--- src/rtl/sb_spi_pkg.sv ---
// Shared definitions for the SB_SPI system-bus host: register map, status bits, FSM states.
package sb_spi_pkg;

  localparam logic [3:0] OFF_CR0  = 4'h8;
  localparam logic [3:0] OFF_CR1  = 4'h9;
  localparam logic [3:0] OFF_CR2  = 4'hA;
  localparam logic [3:0] OFF_BR   = 4'hB;
  localparam logic [3:0] OFF_SR   = 4'hC;
  localparam logic [3:0] OFF_TXDR = 4'hD;
  localparam logic [3:0] OFF_RXDR = 4'hE;
  localparam logic [3:0] OFF_CSR  = 4'hF;

  localparam int SR_TIP  = 7;
  localparam int SR_TRDY = 4;
  localparam int SR_RRDY = 3;

  typedef enum logic [3:0] {
    ST_CFG0, ST_CFG1, ST_CFG2, ST_CFGBR, ST_IDLE, ST_CS_ON, ST_POLL_TRDY,
    ST_WR_TX, ST_POLL_RRDY, ST_RD_RX, ST_EMIT, ST_POLL_TIP, ST_CS_OFF
  } state_e;

  function automatic logic [7:0] cs_onehot(input logic [1:0] cs);
    return 8'h01 << cs;
  endfunction

endpackage

--- src/rtl/sb_bus_initiator.sv ---
// Single-access engine for the SB_SPI register port: registered strobe/address/data,
// completion on the first sampled ack, and a strobe-length watchdog.
module sb_bus_initiator #(
  parameter int TIMEOUT = 1024
) (
  input  logic       clk,
  input  logic       rst_n,
  input  logic       req_i,
  input  logic       we_i,
  input  logic [7:0] adr_i,
  input  logic [7:0] wdat_i,
  output logic       stb_o,
  output logic       rw_o,
  output logic [7:0] adr_o,
  output logic [7:0] dat_o,
  input  logic [7:0] dat_r_i,
  input  logic       ack_i,
  output logic       done_o,
  output logic [7:0] rdata_o,
  output logic       timeout_o
);

  localparam int CW = $clog2(TIMEOUT + 1);

  logic          stb_q, rw_q;
  logic [7:0]    adr_q, dat_q;
  logic [CW-1:0] cnt_q;

  // Completion is visible in the ack cycle so the caller can present the next
  // request during the mandatory low cycle that follows.
  assign done_o    = stb_q & ack_i;
  assign timeout_o = stb_q & ~ack_i & (cnt_q == CW'(TIMEOUT - 1));
  assign rdata_o   = dat_r_i;

  assign stb_o = stb_q;
  assign rw_o  = rw_q;
  assign adr_o = adr_q;
  assign dat_o = dat_q;

  // A request is only taken while the strobe is low, which guarantees the idle gap.
  always_ff @(posedge clk or negedge rst_n) begin
    if (!rst_n) begin
      stb_q <= 1'b0;
      rw_q  <= 1'b0;
      adr_q <= '0;
      dat_q <= '0;
      cnt_q <= '0;
    end else if (stb_q) begin
      if (done_o || timeout_o) stb_q <= 1'b0;
      else                     cnt_q <= cnt_q + CW'(1);
    end else if (req_i) begin
      stb_q <= 1'b1;
      rw_q  <= we_i;
      adr_q <= adr_i;
      dat_q <= wdat_i;
      cnt_q <= '0;
    end
  end

endmodule

--- src/rtl/sb_spi_host.sv ---
// Byte-stream SPI master on top of the iCE40 SB_SPI hard IP: configures the IP,
// frames transfers with chip select and moves bytes by status polling.
module sb_spi_host
  import sb_spi_pkg::*;
#(
  parameter logic [3:0] BUS_ADDR74 = 4'b0000,
  parameter logic [7:0] CR0_VAL    = 8'h00,
  parameter logic [7:0] CR1_VAL    = 8'h80,
  parameter logic [7:0] CR2_VAL    = 8'hC0,
  parameter logic [7:0] BR_VAL     = 8'h05,
  parameter int         TIMEOUT    = 1024
) (
  input  logic       clk,
  input  logic       rst_n,
  input  logic       tx_valid,
  output logic       tx_ready,
  input  logic [7:0] tx_data,
  input  logic       tx_last,
  input  logic [1:0] tx_cs,
  output logic       rx_valid,
  input  logic       rx_ready,
  output logic [7:0] rx_data,
  output logic       busy,
  output logic       err,
  output logic       sb_rw,
  output logic       sb_stb,
  output logic [7:0] sb_adr,
  output logic [7:0] sb_dat_w,
  input  logic [7:0] sb_dat_r,
  input  logic       sb_ack
);

  state_e     state_q, state_d;
  logic [1:0] cs_q, cs_d;
  logic       last_q, last_d;
  logic       tx_ready_q, tx_ready_d;
  logic       rx_valid_q, rx_valid_d;
  logic [7:0] rx_data_q, rx_data_d;
  logic       err_q, err_d;

  logic       req, we;
  logic [3:0] off;
  logic [7:0] wdat;
  logic       done, tmo;
  logic [7:0] rdata;

  sb_bus_initiator #(.TIMEOUT(TIMEOUT)) u_bus (
    .clk       (clk),
    .rst_n     (rst_n),
    .req_i     (req),
    .we_i      (we),
    .adr_i     ({BUS_ADDR74, off}),
    .wdat_i    (wdat),
    .stb_o     (sb_stb),
    .rw_o      (sb_rw),
    .adr_o     (sb_adr),
    .dat_o     (sb_dat_w),
    .dat_r_i   (sb_dat_r),
    .ack_i     (sb_ack),
    .done_o    (done),
    .rdata_o   (rdata),
    .timeout_o (tmo)
  );

  always_comb begin
    state_d    = state_q;
    cs_d       = cs_q;
    last_d     = last_q;
    tx_ready_d = tx_ready_q;
    rx_valid_d = rx_valid_q;
    rx_data_d  = rx_data_q;
    err_d      = err_q;
    req        = 1'b0;
    we         = 1'b0;
    off        = OFF_SR;
    wdat       = 8'h00;
    unique case (state_q)
      ST_CFG0: begin
        req = 1'b1; we = 1'b1; off = OFF_CR0; wdat = CR0_VAL;
        if (done) state_d = ST_CFG1;
      end
      ST_CFG1: begin
        req = 1'b1; we = 1'b1; off = OFF_CR1; wdat = CR1_VAL;
        if (done) state_d = ST_CFG2;
      end
      ST_CFG2: begin
        req = 1'b1; we = 1'b1; off = OFF_CR2; wdat = CR2_VAL;
        if (done) state_d = ST_CFGBR;
      end
      ST_CFGBR: begin
        req = 1'b1; we = 1'b1; off = OFF_BR; wdat = BR_VAL;
        if (done) state_d = ST_IDLE;
      end
      ST_IDLE: begin
        if (tx_valid) begin
          cs_d    = tx_cs;
          state_d = ST_CS_ON;
        end
      end
      ST_CS_ON: begin
        req = 1'b1; we = 1'b1; off = OFF_CSR; wdat = cs_onehot(cs_q);
        if (done) state_d = ST_POLL_TRDY;
      end
      ST_POLL_TRDY: begin
        req = 1'b1;
        if (done && rdata[SR_TRDY]) begin
          state_d    = ST_WR_TX;
          tx_ready_d = 1'b1;
        end
      end
      ST_WR_TX: begin
        // The initiator is idle here, so the write is launched in the handshake cycle.
        if (tx_ready_q && tx_valid) begin
          req = 1'b1; we = 1'b1; off = OFF_TXDR; wdat = tx_data;
          tx_ready_d = 1'b0;
          last_d     = tx_last;
        end
        if (done) state_d = ST_POLL_RRDY;
      end
      ST_POLL_RRDY: begin
        req = 1'b1;
        if (done && rdata[SR_RRDY]) state_d = ST_RD_RX;
      end
      ST_RD_RX: begin
        req = 1'b1; off = OFF_RXDR;
        if (done) begin
          rx_data_d  = rdata;
          rx_valid_d = 1'b1;
          state_d    = ST_EMIT;
        end
      end
      ST_EMIT: begin
        if (rx_valid_q) begin
          if (rx_ready) begin
            rx_valid_d = 1'b0;
            if (last_q)        state_d = ST_POLL_TIP;
            else if (tx_valid) state_d = ST_POLL_TRDY;
          end
        end else if (tx_valid) begin
          state_d = ST_POLL_TRDY;
        end
      end
      ST_POLL_TIP: begin
        req = 1'b1;
        if (done && !rdata[SR_TIP]) state_d = ST_CS_OFF;
      end
      ST_CS_OFF: begin
        req = 1'b1; we = 1'b1; off = OFF_CSR; wdat = 8'h00;
        if (done) state_d = ST_IDLE;
      end
      default: state_d = ST_CFG0;
    endcase
    // A hung access abandons the frame; chip-select state on the IP is then unknown.
    if (tmo) begin
      state_d    = ST_IDLE;
      err_d      = 1'b1;
      tx_ready_d = 1'b0;
      rx_valid_d = 1'b0;
    end
  end

  always_ff @(posedge clk or negedge rst_n) begin
    if (!rst_n) begin
      state_q    <= ST_CFG0;
      cs_q       <= '0;
      last_q     <= 1'b0;
      tx_ready_q <= 1'b0;
      rx_valid_q <= 1'b0;
      rx_data_q  <= '0;
      err_q      <= 1'b0;
    end else begin
      state_q    <= state_d;
      cs_q       <= cs_d;
      last_q     <= last_d;
      tx_ready_q <= tx_ready_d;
      rx_valid_q <= rx_valid_d;
      rx_data_q  <= rx_data_d;
      err_q      <= err_d;
    end
  end

  assign tx_ready = tx_ready_q;
  assign rx_valid = rx_valid_q;
  assign rx_data  = rx_data_q;
  assign err      = err_q;
  assign busy     = (state_q != ST_IDLE);

endmodule

--- config.mk ---
export PLATFORM = sky130hd
export DESIGN_NAME = sb_spi_host
export DESIGN_NICKNAME = d
export VERILOG_FILES = /design/src/rtl/sb_spi_pkg.sv /design/src/rtl/sb_bus_initiator.sv /design/src/rtl/sb_spi_host.sv
export SDC_FILE = /design/constraint.sdc
export NUM_CORES = 1
export LEC_CHECK = 0
export ABC_AREA = 1
export CAP_MARGIN = 25
export CORE_MARGIN = 4
export CORE_UTILIZATION = 46
export DETAILED_ROUTE_END_ITERATION = 8
export GPL_TIMING_DRIVEN = 1
export MAX_ROUTING_LAYER = met4
export PLACE_DENSITY = 0.77
export SYNTH_ARGS = -nofsm -noshare
export SYNTH_HDL_FRONTEND = slang
export SYNTH_SLANG_ARGS = --single-unit
--- constraint.sdc ---
create_clock -name clk -period 1.4 [get_ports clk]
set_input_delay 0.21 -clock clk [delete_from_list [all_inputs] [get_ports clk]]
set_output_delay 0.21 -clock clk [all_outputs]
set_load 0.01 [all_outputs]
==> results of run 1 <==
-- logic make-up (layout without fill, tap and decap cells) --
group	count (synthesis)	in the layout	share of synthesized area [%]
fa+ha+maj	1	1	0.514
compound gates	36	36	10.4
buf+inv	39	159	7.76
mux	2	2	0.925
flops	43	43	44.2
other cells	1	4	0.154
simple gates	192	193	36.0
-- sequential cells by signal, indices dropped and copies added (netlist names) --
signal / flops
u_bus.cnt_q: 11
state_q: 4
rx_data: 8
cs_q: 2
last_q: 1
err: 1
u_bus.dat_o: 8
tx_ready: 1
u_bus.rw_o: 1
u_bus.stb_o: 1
rx_valid: 1
u_bus.adr_o: 4
-- power by group through the flow --
stage               Clock [µW]  Sequential, µW  Combinational, µW
finish                    1000            1980               4690
global route              1080            2030               5070
CTS                       1010            1930               4220
detailed placement           0            1970               4060
global placement             0            1960               3980
floorplan                    0            2040               2090
-- timing repair --
action | 4_1_cts | 5_1_grt
hold buffers | 1 | 0
gates resized for setup | 53 | 62
buffers inserted | 6 | 3
pin swaps | 9 | 13
hold endpoints to repair | 13 | 0
cloned | 1 | 1
setup endpoints to repair | 60 | 45
-- routing by layer --
| layer | vias up | global-route usage, % |
|---|---|---|
| met5 | - | - |
| met4 | 0 | 5.74 |
| met3 | 17 | 4.21 |
| met2 | 89 | 41.0 |
| met1 | 1213 | 28.0 |
| li1 | 1241 | - |
-- layout by cell type, fill, tap and decap left out, types with 10 or more instances in the layout --
cell / instances
dlygate4sd2_1: 23
clkdlybuf4s50_1: 22
buf_6: 10
inv_1: 21
buf_4: 56
nor2_4: 10
nand2_1: 74
dfrtp_1: 39
nor2_1: 21
nor2_2: 10
nand3_1: 16
o21ai_2: 13
nand2_4: 10
nand2_2: 30
-- how the worst max path moves through the flow --
stage	start	to	slack, ps
2_1_floorplan	u_bus.cnt_q[0]	u_bus.cnt_q[5]	-70
3_3_place_gp	sb_ack	state_q[3]	-250
3_5_place_dp	sb_ack	state_q[3]	-260
4_1_cts	state_q[0]	state_q[3]	-170
5_1_grt	state_q[0]	u_bus.adr_o[0]	-260
6_report	state_q[0]	state_q[1]	-200
-- cell type report --
cell class / count / area (µm²)
Timing Repair inverter: 1 / 7.51
Fill cell: 368 / 1170
Timing Repair Buffer: 120 / 1080
Clock inverter: 3 / 43.8
Multi-Input combinational cell: 236 / 1450
Inverter: 30 / 126
Tap cell: 70 / 87.6
Sequential cell: 43 / 1080
Clock buffer: 5 / 68.8
-- metrics by stage --
stage	area [µm²]	std cells	utilization (%)
after floorplan	2490	317	-
after global placement	3490	489	68.3
after detailed placement	3490	489	68.3
after CTS	3720	505	72.8
after global routing	3940	508	77.2
final	3940	508	77.2
-- critical path: stages, from the launching register on --
cell and delay (ps):
dfrtp_2 460, inv_4 70, buf_12 130, nor2_4 160, buf_4 150, inv_1 60, a22oi_1 240, nand4_1 160
nand2_1 100
==> results list, run 1 <==
- Most frequent cells after synthesis: nand2_1, dfrtp_1, nor2_1
- In the finished design, the share of the clock period the worst path needs comes to 114%.
- Final hold slack: 346 ps
- CTS tree: done
- Status: finished, violations left
- Power spread over the standard cell area amounts to roughly 2000 nW/µm².
- The worst-case IR drop observed on VDD is 1.26 mV.
- Crit path arrival time: 1820 ps
* Sum of internal, switching and leakage power: 7680 µW
* R2R Setup Slk: -200 ps
- Sequential share of the synthesized area: 44.2%
- Top cell type's share of synthesized area: about 44%
- Area of the mapped netlist: 2430 µm²
- Wire length the detailed router placed on met1: 3020 µm
* Max Cap Violations: 0
- Largest fanout on the critical path: 4
- The area growth from synthesis to layout is 62.0%.
* Biggest area contributors in the synthesized netlist: dfrtp_1, nand2_1, nand3_1, o21ai_2, nor2_1
* Count of nets after finishing: 462
- For the worst flop-to-flop path, the logic depth is 8.
- In this run the vertical extent of the chip is 80.7 µm.
* Worst-case setup margin in the final layout: -196 ps
* Final clock skew: 16.4 ps
- Post-detailed-route via-to-cell ratio: around 5.0
- Timing analysis after detailed placement gives a worst setup slack of -264 ps.
- Starting DRC count in detailed routing: 140
* Post-synthesis register bit count: 43
* Post-Synthesis Cells: 314
- Summed over all nets, the switching power comes to 3310 µW.
* CTS HTree Levels: 2
- Top_reg_cell synth: dfrtp_1
* Via count of the routed design: 2,560
- The final hold violation count came to 0.
- Number of pins with negative max-slew slack in the final report: 0
- Data required time of the critical path: ~1600 ps
- The die covers 6520 µm².
- For this configuration, the core starts out at a cell density of 47.6%.
- Averaged over all synthesized cells, the footprint is 7.75 µm².
* Share of power burned in combinational logic: 61.1%
- Worst Setup Start Kind: register
- The initial antenna violation count was 0.
- Cell type with the largest total area after synthesis: dfrtp_1
- Overflow after GRT: 0
* Mean routed wirelength per cell: 14.5 µm
- Boundary Pins: 54
- Fmax: 0.626 GHz
- Clock tree sinks: 43
- Root buffer cell: clkbuf_8
* Drc violations: 0
- Summed over all failing endpoints, the final setup total negative slack is -5190 ps.
- In this run the worst hold path is classified as input port to async pin.
* Capturing point of the worst reg2reg path: state_q[1]
- Ratio of cells with drive above 1 in the final layout: 42.5%
* Proportion of register bits with asynchronous set or reset after synthesis: 100%
- Setup-violating endpoint count in the final report: 41
- The number of global-route vias before repair was 2,559.
- Yosys mapped a number of flops with a built-in enable equal to 0.
- The first global-routing pass estimated 11,600 µm of wire.
- By instance count, the leading cell after synthesis is nand2_1.
* Clock power share: 13.1%
- At the end of routability-driven placement, the weighted congestion stood at 0.944.
* Maximum number of pins on one net before global-route repair: 31
* Met2 wirelength from detailed routing: roughly 3800 µm
* Longest Clk Path Bufs: 2
* Register clock-pin slew on the reported worst setup and hold paths: 100 ps
- Reg-to-reg startpoint: state_q[0]
- Switch share: 43.1%
* # rows: 26
- Unique masters post-synth: 34
- For the finished layout, the period the worst path requires is 1600 ps.
- Insertion delay of the later-clocked pin in the worst-skew pair: 300 ps
* Wirelength, routed: 7390 µm
- Overall die width: 80.7 µm
- The final reports fail on setup timing.
- Type of destination of the critical path: register
- The detailed router used layers up to and including met4.
- Total of buffers placed on input and output ports: 49
* Detailed-placement wirelength estimate: 5090 µm
- Global routing used around a quarter of the available tracks.
- The count of nets left with antenna violations once routing finished came out at 0.
* Total clock buffers created by CTS: 5
* Warning count from the yosys run: 0
- By startpoint and endpoint, the worst setup path is classified as register to register.
* Static leakage power: 0.00203 µW
- In this run the standard cell core region covers 5110 µm².
- Setup repair after global routing could not meet its margin everywhere.
* Detailed-routing iteration count for the pre-antenna-repair pass: 4
- Met3 Wirelength: 393 µm
* Cell Int Power: 4370 µW
- Sequential fraction of design power: ~26%
- Antenna cells: 0
Power figures use the tool's default switching activity.
==> inputs of run 2 (changes only) <==
--- a/config.mk
+++ b/config.mk
@@ -8,11 +8,11 @@
 export ABC_AREA = 1
 export CAP_MARGIN = 25
 export CORE_MARGIN = 4
-export CORE_UTILIZATION = 46
+export CORE_UTILIZATION = 49
 export DETAILED_ROUTE_END_ITERATION = 8
 export GPL_TIMING_DRIVEN = 1
 export MAX_ROUTING_LAYER = met4
-export PLACE_DENSITY = 0.77
+export PLACE_DENSITY = 0.78
 export SYNTH_ARGS = -nofsm -noshare
 export SYNTH_HDL_FRONTEND = slang
 export SYNTH_SLANG_ARGS = --single-unit
==> constraint.sdc (replaced) <==
create_clock -name clk -period 1.5 [get_ports clk]
set_input_delay 0.225 -clock clk [delete_from_list [all_inputs] [get_ports clk]]
set_output_delay 0.225 -clock clk [all_outputs]
set_load 0.01 [all_outputs]
==> run 2 against run 1 <==
  * The flow still finishes with violations (setup timing)
  * Flip-flop and latch count is the same
  * Via count is 16% higher
  * Clock skew is 11 ps lower
  * Worst setup slack got worse by 88 ps
  * Routed wire length is 35% higher
  * Design area increased by 8.5%
  * Core utilization is 13 points higher
  * Critical path type unchanged
  * Critical endpoint is now state_q[2]
  * Highest routed layer unchanged
==> results list, run 2 (synthesis gave the netlist of run 1 again) <==
- The floorplan core area is 4750 µm² (was 5110 µm²).
- The total negative slack for setup checks came to -6100 ps (was -5190 ps).
* Overflow after GRT: 0 (unchanged)
* Worst Setup Start Kind: register (unchanged)
* Wirelength, routed: 9980 µm (was 7390 µm)
- Insertion delay of the later-clocked pin in the worst-skew pair: 300 ps (about the same)
- Failing checks: setup timing (unchanged).
* Total of buffers placed on input and output ports: 49 (unchanged)
- Combined area of the multi-input logic cells: 1530 µm² (was 1450 µm²)
- CTS HTree Levels: 2 (unchanged)
* Detailed-placement wirelength estimate: 5180 µm (was 5090 µm)
- The per-cell routed wire length was 19.2 µm (was 14.5 µm).
- Critical path start-end classification: register to register (unchanged)
- The post-synthesis to final-layout area growth came to 75.7% (was 62.0%).
- The cell area reported after detailed placement is 3440 µm² (was 3490 µm²).
- Most frequent cells in the layout: nand2_1, buf_4, dfrtp_1 (unchanged)
* Post-detailed-route via-to-cell ratio: 5.69 (was 5.04)
- The largest register by flop count is u_bus.cnt_q (unchanged).
- The commonest non-fill, non-tap cell in the layout was nand2_1 (unchanged).
* Register clock-pin slew on the reported worst setup and hold paths: 80 ps (was 100 ps)
* Static leakage power: 0.00226 µW (was 0.00203 µW)
* Total clock buffers created by CTS: 5 (unchanged)
* Setup-violating endpoint count in the final report: 40 (was 41)
- Count of nets after finishing: 479 (was 462)
* Cell breakdown of the critical path: buf_4 > nand2_2 > clkinv_2 > buf_4 > nand2_1 > nand2_1 > nor3_2 > nand3_1 > nand2_1 > nand2_1 (was inv_4 > buf_12 > nor2_4 > buf_4 > inv_1 > a22oi_1 > nand4_1 > nand2_1)
- The worst-path maximum fanout was 4 (unchanged).
- The worst path buffer plus inverter count came to 3 (was 4).
- The number of top-level pins was 54 (unchanged).
* Slowest stage delay, CP: 440 ps (was 460 ps)
- The startpoint of the worst register-to-register path was state_q[0] (unchanged).
* Vias in the first global route: 2,621 (was 2,559)
- The initial core utilization is 51.2% (was 47.6%).
* Wire length of the first global-routing pass: 12,200 µm (was 11,600 µm)
* Maximum VDD drop: 1.24 mV (was 1.26 mV)
* Final hold vios: 0 (unchanged)
- The worst-case setup margin in the final layout came to -284 ps (was -196 ps).
* Non-filler instance count after layout: 521 (was 508)
* Final clock skew: 5.03 ps (was 16.4 ps)
- Overall die height: 78.5 µm (was 80.7 µm)
- The number of max-cap violations is 0 (unchanged).
- Antenna Nets Post-Route: 0 (unchanged)
- Overall die width: 78.5 µm (was 80.7 µm)
* DIE AREA: 6160 µm² (was 6520 µm²)
- Data required time of the critical path: 1690 ps (was 1630 ps)
- Tot GR Track Use: 25.9% (was 23.4%)
* # rows: 25 (was 26)
- The routability congestion estimate from global placement is 0.972 (was 0.944).
* Longest Clk Path Bufs: 2 (unchanged)
* Detailed-routing iteration count for the pre-antenna-repair pass: 6 (was 4)
- The first element of the critical path was state_q[0] (unchanged).
- Time the final worst path needs with I/O delays and setup: 1780 ps (was 1600 ps)
- The class of the tightest hold or removal check is input port to async pin (unchanged).
* Power density over the cells: 1950 nW/µm² (about the same)
* Antenna cells: 0 (unchanged)
* Maximum number of pins on one net before global-route repair: 27 (was 31)
- Ratio of cells with drive above 1 in the final layout: 46.0% (was 42.5%)
- Placed cells: 484 (was 489)
* Delay-heaviest family, CP: simple AND/OR/NAND/NOR gates (was flip-flops)
- Ratio of final minimum period to clock period: 119% (was 114%)
- The clock sink count was 43 (unchanged).
- Status: finished, violations left (unchanged)
- Drc violations: 0 (unchanged)
- Antenna violations before repair: 0 (unchanged)
- The worst endpoint data arrival time came to 1970 ps (was 1820 ps).
* FF+latch area: 1080 µm² (about the same)
* Post-route standard cell area excluding fillers: 4280 µm² (was 3940 µm²)
- Placement Setup Slack: -165 ps (was -264 ps)
- RSZ-0062 raised after global routing: yes (unchanged)
* Via count of the routed design: 2,967 (was 2,560)
* Root buffer cell: clkbuf_8 (unchanged)
- The critical path endpoint category was a register (unchanged).
* Starting DRC count in detailed routing: 303 (was 140)
* Fmax: 0.561 GHz (was 0.626 GHz)
- The slowest stage cell on the critical path is dfrtp_2 (unchanged).
* Fillcell total: 199 (was 368)
* CTS tree: done (unchanged)
- Number of pins with negative max-slew slack in the final report: 0 (unchanged)
* Dominant cell type by count on the critical path: nand2_1
* Max reg flops: 11 (unchanged)
## run 2: cell count changes in the layout (fill, tap and decap cells not counted), moves of 4 or more
cell	previous run	this run
dlymetal6s2s_1	2	14
nand2_4	10	23
dlygate4sd2_1	23	0
buf_6	10	14
nand2_2	30	20
clkdlybuf4s50_1	22	33
buf_4	56	64
## run 2: where the power goes
group | total, µW | switching [µW] | internal, µW
Clock | 913 | 424 | 489
Combinational | 5560 | 2920 | 2640
Sequential | 1880 | 346 | 1530
Total | 8350 | 3690 | 4660
## run 2: what timing repair did
action                                  4_1_cts  5_1_grt
cloned                                        1        3
hold buffers                                  1        0
endpoints found under the setup margin       43       45
buffers inserted                             15       10
pin swaps                                    22       19
gates resized for setup                      55       88
hold endpoints to repair                     17        0
## run 2: routing by layer
metal	up-vias	wire, µm	GRT usage (%)
li1	1283	-	-
met1	1389	3520	30.6
met2	225	5040	43.6
met3	70	821	5.28
met4	0	593	10.1
met5	-	0	-
## run 2: worst reg2reg max path: stages, from the launching register on
cell and delay [ps]:
dfrtp_2 440, buf_4 170, nand2_2 80, clkinv_2 60, buf_4 130, nand2_1 110
nand2_1 160, nor3_2 230, nand3_1 140, nand2_1 110, nand2_1 60
## run 2: path summary, 6_finish.rpt
check                            endpoint  slack (ps)  cells past startpoint
max                            state_q[2]        -280                     10
min                        u_bus.dat_o[2]         430                      2
max reg2reg                    state_q[2]        -280                     10
min reg2reg                           err         480                      1
max in group asynchronous      state_q[3]         540                      3
min in group clk               rx_data[1]         470                      3
## run 2: cell type report
type                            count  area share [%]
Timing Repair inverter              1           0.176
Inverter                           30            3.22
Clock buffer                        6            1.70
Clock inverter                      1           0.702
Multi-Input combinational cell    236            35.8
Timing Repair Buffer              137            31.2
Sequential cell                    43            25.2
Tap cell                           67            1.96
## run 2: metrics by stage
step           hold WS [ps]  util (%)  total power [µW]
2_1_floorplan         -70.6         -              3750
3_3_place_gp            194      72.4              5450
3_5_place_dp            199      72.4              5510
4_1_cts                 432      80.4              7000
5_1_grt                 469      89.9              8730
6_report                429      89.9              8350
==> inputs of run 3 (changes only) <==
--- a/config.mk
+++ b/config.mk
@@ -13,6 +13,7 @@
 export GPL_TIMING_DRIVEN = 1
 export MAX_ROUTING_LAYER = met4
 export PLACE_DENSITY = 0.78
+export SETUP_SLACK_MARGIN = 0.1
 export SYNTH_ARGS = -nofsm -noshare
 export SYNTH_HDL_FRONTEND = slang
 export SYNTH_SLANG_ARGS = --single-unit
==> run 3 against run 2 <==
  * The run still ends with setup timing left
  * Clock skew is 12 ps higher
  * Via count shrank 1.4%
  * Combinational power shrank 4%
  * Register-to-register slack better by 50 ps
  * Clock power rose by 6.9%
  * Flip-flop and latch count did not move
  * Non-clock buffer count shrank 10
  * Sequential power down 3%
  * First-iteration DRC count is 2.0% lower
  * Fmax rose by 2.7%
  * Routed wire length shrank 4.3%
  * Largest power group unchanged
==> results list, run 3 (synthesis gave the netlist of run 1 again) <==
* Time the final worst path needs with I/O delays and setup: 1740 ps (was 1780 ps)
- The global route total overflow was 0 (unchanged).
- The met2 layer wire length in the routed design is 4670 µm (was 5040 µm).
- The most frequent cell on the critical path was buf_6 (was nand2_1).
* Ratio of cells with drive above 1 in the final layout: 43.6% (was 46.0%)
- The per-cell routed wire length is 18.7 µm (was 19.2 µm).
- The initial antenna violation count was 0 (unchanged).
- The depth of the worst register-to-register path came to 9 (was 10).
- The number of DRC violations after detailed routing came to 0 (unchanged).
* Maximum VDD drop: 1.29 mV (was 1.24 mV)
* Failing checks: setup timing (unchanged)
- Total clock buffers created by CTS: 5 (unchanged)
* DIE AREA: 6160 µm² (unchanged)
- Most frequent cells in the layout: nand2_1, buf_4, dfrtp_1 (unchanged)
- Worst-case setup margin in the final layout: -236 ps (was -284 ps)
- Wirelength, routed: 9550 µm (was 9980 µm)
* Data required time of the critical path: 1750 ps (was 1690 ps)
- Highest Signal Layer: met4 (unchanged)
- Final hold slack: 426 ps (was 429 ps)
- Number of pins with negative max-slew slack in the final report: 0 (unchanged)
* Leading cell type in the layout, fill and taps excluded: nand2_1 (unchanged)
- Max reg flops: 11 (unchanged)
- The final hold violation count came to 0 (unchanged).
* Via count of the routed design: 2,924 (was 2,967)
- Cell breakdown of the critical path: buf_6 > buf_6 > nor2_4 > buf_6 > buf_4 > inv_1 > a22oi_1 > nand4_1 > nand2_1 (was buf_4 > nand2_2 > clkinv_2 > buf_4 > nand2_1 > nand2_1 > nor3_2 > nand3_1 > nand2_1 > nand2_1).
* Final RePlAce weighted congestion: 0.974 (was 0.972)
- The clock slew at the register clock pins of the worst setup and hold paths came to 100 ps (was 80 ps).
* Antenna cells: 0 (unchanged)
* Worst Setup Start Kind: register (unchanged)
- The worst endpoint data arrival time was 1990 ps (was 1970 ps).
- The fmax is 0.576 GHz (was 0.561 GHz).
* Sum of internal, switching and leakage power: 8170 µW (was 8350 µW)
- Root buffer cell: clkbuf_8 (unchanged)
- The worst path buffer plus inverter count came to 5 (was 3).
* Antenna Nets Post-Route: 0 (unchanged)
* Boundary Pins: 54 (unchanged)
* Power density over the cells: 1990 nW/µm² (was 1950 nW/µm²)
- The wire length on met1 was 3520 µm (about the same).
- Starting density of the core: 51.2% (unchanged)
* Wire length of the first global-routing pass: 12,900 µm (was 12,200 µm)
* Largest fanout on the critical path: 4 (unchanged)
* CTS tree: done (unchanged)
- Overall die width: 78.5 µm (unchanged)
- The overall die height is 78.5 µm (unchanged).
- Count of nets after finishing: 469 (was 479)
- The share of the cycle needed by the critical path after routing is 116% (was 119%).
* Register bank with the most flops: u_bus.cnt_q (unchanged)
- The later-pin clock latency in the skew report came to 320 ps (was 300 ps).
- The final design instance area without fill was 4110 µm² (was 4280 µm²).
* Met3 Wirelength: 778 µm (was 821 µm)
- The number of max-cap violations came to 0 (unchanged).
- Starting DRC count in detailed routing: 297 (was 303)
- The critical path endpoint category is a register (unchanged).
- The critical path's top delay family is buffers and inverters (was simple AND/OR/NAND/NOR gates).
- The class of the tightest hold or removal check is input port to async pin (unchanged).
* Detailed-placement wirelength estimate: 4860 µm (was 5180 µm)
- The clock sink count came to 43 (unchanged).
* Slowest cell on the critical path: dfrtp_2 (unchanged)
- The type of the worst setup path was register to register (unchanged).
- Status: finished, violations left (unchanged)
- CTS HTree Levels: 2 (unchanged)
- Vias in the first global route: 2,789 (was 2,621)
- Total of buffers placed on input and output ports: 49 (unchanged)
- Longest Clk Path Bufs: 2 (unchanged)
- Reg-to-reg startpoint: state_q[1] (was state_q[0])
* Post-detailed-route via-to-cell ratio: 5.71 (was 5.69)
- The setup slack of the most critical reg-to-reg path is -240 ps (was -280 ps).
* # rows: 25 (unchanged)
- The cell area reported after detailed placement came to 3410 µm² (was 3440 µm²).
- Core region area: 4750 µm² (unchanged)
- Setup-violating endpoint count in the final report: 39 (was 40)
* P&R area growth vs syn: 68.9% (was 75.7%)
- Detailed-routing iteration count for the pre-antenna-repair pass: 5 (was 6)
* RSZ-0062 raised after global routing: yes (unchanged)
- The largest net degree at the start of global routing came to 44 (was 27).
- The maximum cell stage delay along the critical path came to 450 ps (was 440 ps).
- The overall routing resource usage is 27.4% (was 25.9%).
- The leakage power of the design came to 0.00208 µW (was 0.00226 µW).
- The post-route clock skew was 17.4 ps (was 5.03 ps).
- The reg-to-reg endpoint was state_q[1] (was state_q[2]).
## run 3: timing repair
item | 4_1_cts | 5_1_grt
setup endpoints to repair | 68 | 44
endpoints found under the hold margin | 43 | 0
pin swaps | 27 | 16
gates resized for setup | 94 | 39
cloned | 2 | 2
hold buffers | 1 | 0
buffers inserted | 18 | 5
## run 3: layer usage
metal / global-route usage, % / up-vias
met4: 14.5 / 0
met2: 46.5 / 213
met1: 30.6 / 1385
met5: - / -
met3: 5.28 / 71
li1: - / 1255
## run 3: metrics by stage
stage	utilization [%]	instances	setup WS, ps	setup TNS (ps)
6_report	86.4	512	-236	-5640
5_1_grt	86.4	512	-266	-7130
4_1_cts	82.4	506	-101	-2250
3_5_place_dp	71.7	477	-170	-2690
3_3_place_gp	71.7	477	-142	-2300
2_1_floorplan	-	317	30.6	0
## run 3: layout make-up
class | count | area [µm²]
fill | 236 | 644
inverter | 30 | 134
clock inverter | 2 | 35.0
tap | 67 | 83.8
clock buffer | 6 | 82.6
sequential | 43 | 1080
multi-input combinational | 237 | 1520
timing repair buffer | 127 | 1170
## run 3: worst min-delay path: stages
cell,delay (ps)
dlygate4sd3_1,530
buf_2,130
buf_12,240
## run 3: how the worst max path moves through the flow
stage | startpoint | to | slack [ps] | cells after the start
after global routing | state_q[3] | u_bus.cnt_q[0] | -270 | 12
after detailed placement | tx_valid | u_bus.cnt_q[0] | -170 | 10
final | state_q[1] | state_q[1] | -240 | 9
after CTS | state_q[1] | u_bus.cnt_q[0] | -100 | 12
after global placement | state_q[1] | u_bus.adr_o[3] | -140 | 9
after floorplan | u_bus.cnt_q[0] | u_bus.cnt_q[5] | 30 | 10
## run 3: report_power, final
| part | switching, µW | internal (µW) |
|---|---|---|
| Combinational | 2890 | 2480 |
| Clock | 437 | 539 |
| Sequential | 296 | 1530 |
| Total | 3620 | 4550 |
